==> src/rtl/btb_pkg.sv <==
// rtl/btb_pkg.sv - shared BTB geometry, counter encoding and PC field helpers
// Contents:
//   SETS, WAYS, TAGW, IDXW    array geometry (index = pc[4:2], tag = pc[31:5])
//   ST_*                      2-bit direction counter encodings
//   upd_t                     buffered resolved-branch update {pc, target, taken}
//   pc_index / pc_tag         PC field extraction
//   sat_update                saturating counter step toward the resolved direction
package btb_pkg;

  localparam int SETS = 8;
  localparam int WAYS = 2;
  localparam int TAGW = 27;
  localparam int IDXW = 3;

  localparam logic [1:0] ST_SNT = 2'b00;
  localparam logic [1:0] ST_WNT = 2'b01;
  localparam logic [1:0] ST_WT  = 2'b10;
  localparam logic [1:0] ST_ST  = 2'b11;

  typedef struct packed {
    logic [31:0] pc;
    logic [31:0] target;
    logic        taken;
  } upd_t;

  function automatic logic [IDXW-1:0] pc_index(input logic [31:0] pc);
    return IDXW'(pc >> 2);
  endfunction

  function automatic logic [TAGW-1:0] pc_tag(input logic [31:0] pc);
    return TAGW'(pc >> 5);
  endfunction

  function automatic logic [1:0] sat_update(input logic [1:0] st, input logic taken);
    if (taken) return (st == ST_ST) ? st : st + 2'd1;
    else       return (st == ST_SNT) ? st : st - 2'd1;
  endfunction

endpackage

==> src/rtl/btb_upd_fifo.sv <==
// rtl/btb_upd_fifo.sv - small circular FIFO holding resolved-branch updates
// Ports:
//   clk, rst         clock, asynchronous active-high reset
//   push, push_data  write request and payload (ignored when full)
//   pop              remove head entry (ignored when empty)
//   head             current head payload
//   count            registered occupancy
//   full, empty      occupancy flags derived from count
module btb_upd_fifo #(
  parameter int DEPTH = 2,
  parameter int W     = 65
) (
  input  logic                         clk,
  input  logic                         rst,
  input  logic                         push,
  input  logic [W-1:0]                 push_data,
  input  logic                         pop,
  output logic [W-1:0]                 head,
  output logic [$clog2(DEPTH+1)-1:0]   count,
  output logic                         full,
  output logic                         empty
);

  localparam int CW = $clog2(DEPTH + 1);
  localparam int PW = (DEPTH > 1) ? $clog2(DEPTH) : 1;

  logic [W-1:0]  mem [DEPTH];
  logic [PW-1:0] wr_ptr;
  logic [PW-1:0] rd_ptr;
  logic          do_push;
  logic          do_pop;

  function automatic logic [PW-1:0] ptr_inc(input logic [PW-1:0] p);
    return (p == PW'(DEPTH - 1)) ? '0 : p + PW'(1);
  endfunction

  assign full    = (count == CW'(DEPTH));
  assign empty   = (count == '0);
  assign do_push = push && !full;
  assign do_pop  = pop && !empty;
  assign head    = mem[rd_ptr];

  always_ff @(posedge clk or posedge rst) begin
    if (rst) begin
      wr_ptr <= '0;
      rd_ptr <= '0;
      count  <= '0;
    end else begin
      if (do_push) wr_ptr <= ptr_inc(wr_ptr);
      if (do_pop)  rd_ptr <= ptr_inc(rd_ptr);
      if (do_push && !do_pop)      count <= count + CW'(1);
      else if (do_pop && !do_push) count <= count - CW'(1);
    end
  end

  // Payload storage carries no reset; only the pointers define validity.
  always_ff @(posedge clk) begin
    if (do_push) mem[wr_ptr] <= push_data;
  end

endmodule

==> src/rtl/btb_ctrl.sv <==
// rtl/btb_ctrl.sv - BTB controller: fetch lookups, update buffering, read-modify-write retire
// Ports:
//   clk, rst                              clock, asynchronous active-high reset
//   f_valid, f_pc                         fetch lookup request
//   pred_vld/hit/taken/target             registered prediction, one cycle after lookup
//   u_valid, u_ready, u_pc/target/taken   resolved-branch update offer
//   rd_set, rd_valid*/tag*/target*/state*, rd_lru   array read port (data combinational)
//   wr_en/way/valid/set/tag/target/state  array entry write
//   wr_lru_en, wr_lru_val                 LRU bit write at wr_set
module btb_ctrl import btb_pkg::*; #(
  parameter int FIFO_DEPTH = 2,
  parameter int STARVE_LIM = 4
) (
  input  logic              clk,
  input  logic              rst,
  input  logic              f_valid,
  input  logic [31:0]       f_pc,
  output logic              pred_vld,
  output logic              pred_hit,
  output logic              pred_taken,
  output logic [31:0]       pred_target,
  input  logic              u_valid,
  output logic              u_ready,
  input  logic [31:0]       u_pc,
  input  logic [31:0]       u_target,
  input  logic              u_taken,
  output logic [IDXW-1:0]   rd_set,
  input  logic              rd_valid0,
  input  logic              rd_valid1,
  input  logic [TAGW-1:0]   rd_tag0,
  input  logic [TAGW-1:0]   rd_tag1,
  input  logic [31:0]       rd_target0,
  input  logic [31:0]       rd_target1,
  input  logic [1:0]        rd_state0,
  input  logic [1:0]        rd_state1,
  input  logic              rd_lru,
  output logic              wr_en,
  output logic              wr_way,
  output logic              wr_valid,
  output logic [IDXW-1:0]   wr_set,
  output logic [TAGW-1:0]   wr_tag,
  output logic [31:0]       wr_target,
  output logic [1:0]        wr_state,
  output logic              wr_lru_en,
  output logic              wr_lru_val
);

  localparam int CW = $clog2(FIFO_DEPTH + 1);
  localparam int SW = $clog2(STARVE_LIM + 1);

  upd_t          head;
  upd_t          push_data;
  logic [CW-1:0] fifo_count;
  logic          fifo_full;
  logic          fifo_empty;
  logic          push;
  logic          steal;
  logic [SW-1:0] starve_cnt;

  logic [TAGW-1:0] cmp_tag;
  logic            hit0;
  logic            hit1;
  logic            any_hit;
  logic            hit_way;
  logic [1:0]      sel_state;
  logic [31:0]     sel_target;
  logic            victim;

  assign push_data = '{pc: u_pc, target: u_target, taken: u_taken};
  assign u_ready   = (fifo_count < CW'(FIFO_DEPTH));
  assign push      = u_valid && u_ready;

  // The update path takes the read port whenever fetch does not need it, when the
  // buffer cannot accept more, or when the head has waited its full allowance.
  assign steal = !fifo_empty && (!f_valid || fifo_full || (starve_cnt == SW'(STARVE_LIM)));

  btb_upd_fifo #(
    .DEPTH (FIFO_DEPTH),
    .W     ($bits(upd_t))
  ) u_fifo (
    .clk       (clk),
    .rst       (rst),
    .push      (push),
    .push_data (push_data),
    .pop       (steal),
    .head      (head),
    .count     (fifo_count),
    .full      (fifo_full),
    .empty     (fifo_empty)
  );

  // One tag comparator serves both the fetch lookup and the update read.
  assign rd_set     = steal ? pc_index(head.pc) : pc_index(f_pc);
  assign cmp_tag    = steal ? pc_tag(head.pc) : pc_tag(f_pc);
  assign hit0       = rd_valid0 && (rd_tag0 == cmp_tag);
  assign hit1       = rd_valid1 && (rd_tag1 == cmp_tag);
  assign any_hit    = hit0 || hit1;
  assign hit_way    = !hit0;
  assign sel_state  = hit0 ? rd_state0 : rd_state1;
  assign sel_target = hit0 ? rd_target0 : rd_target1;
  assign victim     = !rd_valid0 ? 1'b0 : (!rd_valid1 ? 1'b1 : rd_lru);

  always_comb begin
    wr_en     = 1'b0;
    wr_way    = 1'b0;
    wr_valid  = 1'b0;
    wr_tag    = cmp_tag;
    wr_target = head.target;
    wr_state  = ST_WT;
    if (steal) begin
      if (any_hit) begin
        wr_en     = 1'b1;
        wr_way    = hit_way;
        wr_valid  = 1'b1;
        wr_state  = sat_update(sel_state, head.taken);
        wr_target = head.taken ? head.target : sel_target;
      end else if (head.taken) begin
        wr_en    = 1'b1;
        wr_way   = victim;
        wr_valid = 1'b1;
      end
    end
  end

  assign wr_set     = rd_set;
  assign wr_lru_en  = wr_en;
  assign wr_lru_val = ~wr_way;

  always_ff @(posedge clk or posedge rst) begin
    if (rst) begin
      starve_cnt <= '0;
    end else if (fifo_empty || steal) begin
      starve_cnt <= '0;
    end else if (starve_cnt != SW'(STARVE_LIM)) begin
      starve_cnt <= starve_cnt + SW'(1);
    end
  end

  // A fetch that lost the port still reports a (fall-through) prediction.
  always_ff @(posedge clk or posedge rst) begin
    if (rst) begin
      pred_vld    <= 1'b0;
      pred_hit    <= 1'b0;
      pred_taken  <= 1'b0;
      pred_target <= '0;
    end else begin
      pred_vld    <= f_valid;
      pred_hit    <= f_valid && !steal && any_hit;
      pred_taken  <= f_valid && !steal && any_hit && sel_state[1];
      pred_target <= (f_valid && !steal && any_hit) ? sel_target : '0;
    end
  end

endmodule

==> config.mk <==
export PLATFORM = sky130hd
export DESIGN_NAME = btb_ctrl
export DESIGN_NICKNAME = d
export VERILOG_FILES = /design/src/rtl/btb_pkg.sv /design/src/rtl/btb_upd_fifo.sv /design/src/rtl/btb_ctrl.sv
export SDC_FILE = /design/constraint.sdc
export NUM_CORES = 1
export LEC_CHECK = 0
export ABC_AREA = 1
export BUFFER_PORTS_ARGS = -buffer_cell sky130_fd_sc_hd__buf_2
export CAP_MARGIN = 20
export CELL_PAD_IN_SITES_DETAIL_PLACEMENT = 1
export CELL_PAD_IN_SITES_GLOBAL_PLACEMENT = 1
export CORE_MARGIN = 2
export CORE_UTILIZATION = 36
export DETAILED_ROUTE_END_ITERATION = 12
export PLACE_DENSITY = 0.86
export SYNTH_ARGS = -nofsm -noshare
export SYNTH_HDL_FRONTEND = slang
export SYNTH_SLANG_ARGS = --single-unit
==> constraint.sdc <==
create_clock -name clk -period 4.33 [get_ports clk]
set_input_delay 0.866 -clock clk [delete_from_list [all_inputs] [get_ports clk]]
set_output_delay 0.866 -clock clk [all_outputs]
set_load 0.005 [all_outputs]
==> run metrics <==
worst vdd ir 0.000296 V; row cnt between 50 and 60; PnR worst setup slack -0.00906 ns; violated checks negative setup slack; Core Area approximately 0.026 mm^2; ranking of synthesized cells by area edfxtp_1, nand2_1, dfrtp_1; CTS max path bufs 2; CTS H-tree lvls 4; Synth Area per Inst between 7 and 8 um^2; critical path buffer and inverter count 5; nets@finish between 1.5k and 2k; Global Route Usage Sum 0.254; Cell variety after synth 31; Pint roughly 4.3 mW; sequential power share 0.274; cts bufs inserted 17; final hold slack ~0.37 ns; Max Transition Viols Final 0; register bit total from synthesis around 170; Setup CP Type reg -> out; area of the multi-input gates 0.00427 mm^2; largest net degree at the start of global routing 49; worst slew pin tran 0.940 ns; die width roughly 170 um; CTS tree built; switching power of the nets between 3 and 4 mW; routability cong. approximately 0.94; layout cells sized above 1 0.325; max-cap viol count 0; Leak between 6 and 7 nW; I/O Buffers 329; clk_lat worst skew ~0.44 ns; Final setup viols 2; Final Cell Area 0.0129 mm^2; CTS sink cnt roughly 170; post-layout min period 4.34 ns; Arrival @ worst endpoint roughly 3.5 ns; Yosys top cell area share 0.401; worst hold path class in -> async; CP Launch Type register; root buffer cell clkbuf_16; synthesized instance count ~1.2k; Final Hold Fails 0; Power Density 599 mW/mm^2; crit end category primary output; CP delay by family, top simple AND/OR/NAND/NOR gates; Finished Core Util 0.497; Sum Neg Setup Slack -0.00916 ns; sw frac 0.447; Placed Instance Area 0.0114 mm^2; non-filler cells, final between 1.5k and 2k; clock group share of total power 0.204; Starting Density 0.364; slowest CP cell dfrtp_1; critical path fanouts, max 12; DR iter-0 viols 715; area grow syn2layout 36.6%; Post-CTS Hold Buffers 0; CP Data Required Time 3.46 ns; achievable frequency between 0.2 and 0.25 GHz; cells along the critical path inv_1 > ha_2 > nand2_2 > nand3_4 > buf_12 > clkbuf_16 > nand3_2 > nand2_1 > nand2_1 > nand2_1 > nand2_1 > nor2_2 > nand3_2 > nor2_8 > clkbuf_16 > nand2_1 > nand2_1 > nand4_1 > nand2_1 > buf_2; GR Overflow Total 0; post-placement setup slack around 0.0073 ns; Setup Skew 0.0178 ns; Placed Cells around 1.8k; routed vias ~10k; status complete, but fails checks; cell mode on critical path nand2_1; Final Routed Wirelength a little under 40000 um; I/O pin cnt 334; Via-to-Cell Ratio 5.18; YS warnings 0; antenna-violating nets left 0; sequential area share after synthesis 0.513; first-pass GRT wire length 54400 um; die height around 170 um; clock slew at reported path FFs around 0.080 ns; DP HPWL 26500 um; vias in the first global route roughly 9.9k; cell taking the most area after synthesis edfxtp_1; Fillers around 3.2k; Total Power between 7 and 8 mW; part of the cycle the worst path needs 1.00; DRC violations left 0; drt pass-1 iters 7; syn_nets roughly 1.4k; Rel. slew slack 0.372; CP max stage delay between 0.4 and 0.5 ns; Mapped Area approximately 0.0094 mm^2; combinational power share 0.522; wire per inst slightly above 20 um; initial antenna violation count 12; RSZ-0062 raised after global routing yes; FF+latch area about 0.0048 mm^2; die area ~0.027 mm^2
[what timing repair did]
item	in CTS	in global routing
gates resized for setup	10	116
setup endpoints to repair	37	37
setup buffers	0	20
gates cloned	0	13
endpoints found under the hold margin	0	0
pin swaps	0	19
[worst reg2reg max path: cells and delay by family, from the launching register on]
family,cells,cell delay [ns]
AND/OR/NAND/NOR,12,1.42
buffers and inverters,5,0.86
flip-flops,1,0.41
AO/OA/AOI/OAI,1,0.34
adder cells (fa/ha/maj),1,0.18
[routing by layer]
metal  vias up  wire [um]  part of all wire  track usage
met1      4769      15100              0.39        0.306
met4         6       1620             0.042       0.0960
li1       4641          -                 -            -
met2       397      19400              0.50        0.443
met3        99       2650             0.068       0.0558
met5         -         28           0.00072            0
[area by class of cell]
cell class / count / area share
Antenna cell: 9 / 0.00175
Clock buffer: 21 / 0.0375
Clock inverter: 11 / 0.00991
Inverter: 109 / 0.0322
Multi-Input combinational cell: 884 / 0.332
Sequential cell: 168 / 0.376
Tap cell: 335 / 0.0326
Timing Repair Buffer: 377 / 0.179
[power by group through the flow]
stage	clock network [mW]	logic (mW)	registers, mW
floorplan	0	2.16	2.13
global placement	0	3.25	2.11
detailed placement	0	3.37	2.13
CTS	1.60	3.41	2.10
global route	1.66	4.41	2.13
finish	1.57	4.02	2.11
[Yosys cell counts, drive strengths merged]
cell type  number
nand2         567
edfxtp        126
nand3         109
inv           108
nor2           63
dfrtp          42
nand4          40
buf            38
a21oi          36
o21ai          36
clkbuf         19
nand3b         14
a31oi           3
ha              3
xor2            3
xnor2           2
a211oi          1
clkinv          1
o211ai          1
o21bai          1
[registers in the layout (all words and copies together), names as in the netlist]
name,flops
pred_hit,1
pred_taken,1
pred_target,32
pred_vld,1
starve_cnt,3
u_fifo.count,2
u_fifo.mem,126
u_fifo.rd_ptr,1
u_fifo.wr_ptr,1
[placed cells by master (no fill, tap or decap), types with 2 or more instances in the layout]
cell,instances
buf_4,24
nand3b_1,14
xnor2_1,2
a21oi_1,35
nand2_2,34
o21ai_1,25
buf_2,329
buf_6,4
edfxtp_1,126
dfrtp_1,41
nor2_4,3
nand3_1,71
inv_8,2
clkinv_4,3
nand2_1,529
inv_2,3
o21ai_2,3
buf_12,12
inv_1,104
nand2_8,5
clkbuf_16,26
nand4_1,40
inv_6,4
o21ai_0,8
nand2_4,4
nor2_1,51
nand3_4,5
a31oi_1,3
nor2_2,8
diode_2,9
nand3_2,33
xor2_1,3
clkbuf_1,2
ha_1,2
[kinds of logic after synthesis]
kind of cell             count (synthesis)  synth area share
XOR/XNOR                                 5           0.00465
AND/OR/NAND/NOR                        793             0.355
buffers and inverters                  166            0.0810
flip-flops                             168             0.513
adder cells (fa/ha/maj)                  3           0.00398
AO/OA/AOI/OAI                           78            0.0426
[worst paths after layout]
| path | start | to | slack, ns | cells past startpoint |
|---|---|---|---|---|
| setup / recovery | starve_cnt[0] | wr_target[12] | -0.009 | 20 |
| hold / removal | rst | pred_hit | 0.37 | 2 |
| setup reg to reg | starve_cnt[0] | pred_target[21] | 1.00 | 19 |
| hold reg to reg | starve_cnt[0] | starve_cnt[0] | 0.50 | 1 |
| max in group asynchronous | rst | pred_target[29] | 3.45 | 3 |
| min in group clk | starve_cnt[0] | starve_cnt[0] | 0.50 | 1 |
No activity file was read; power rests on OpenSTA's default activity.
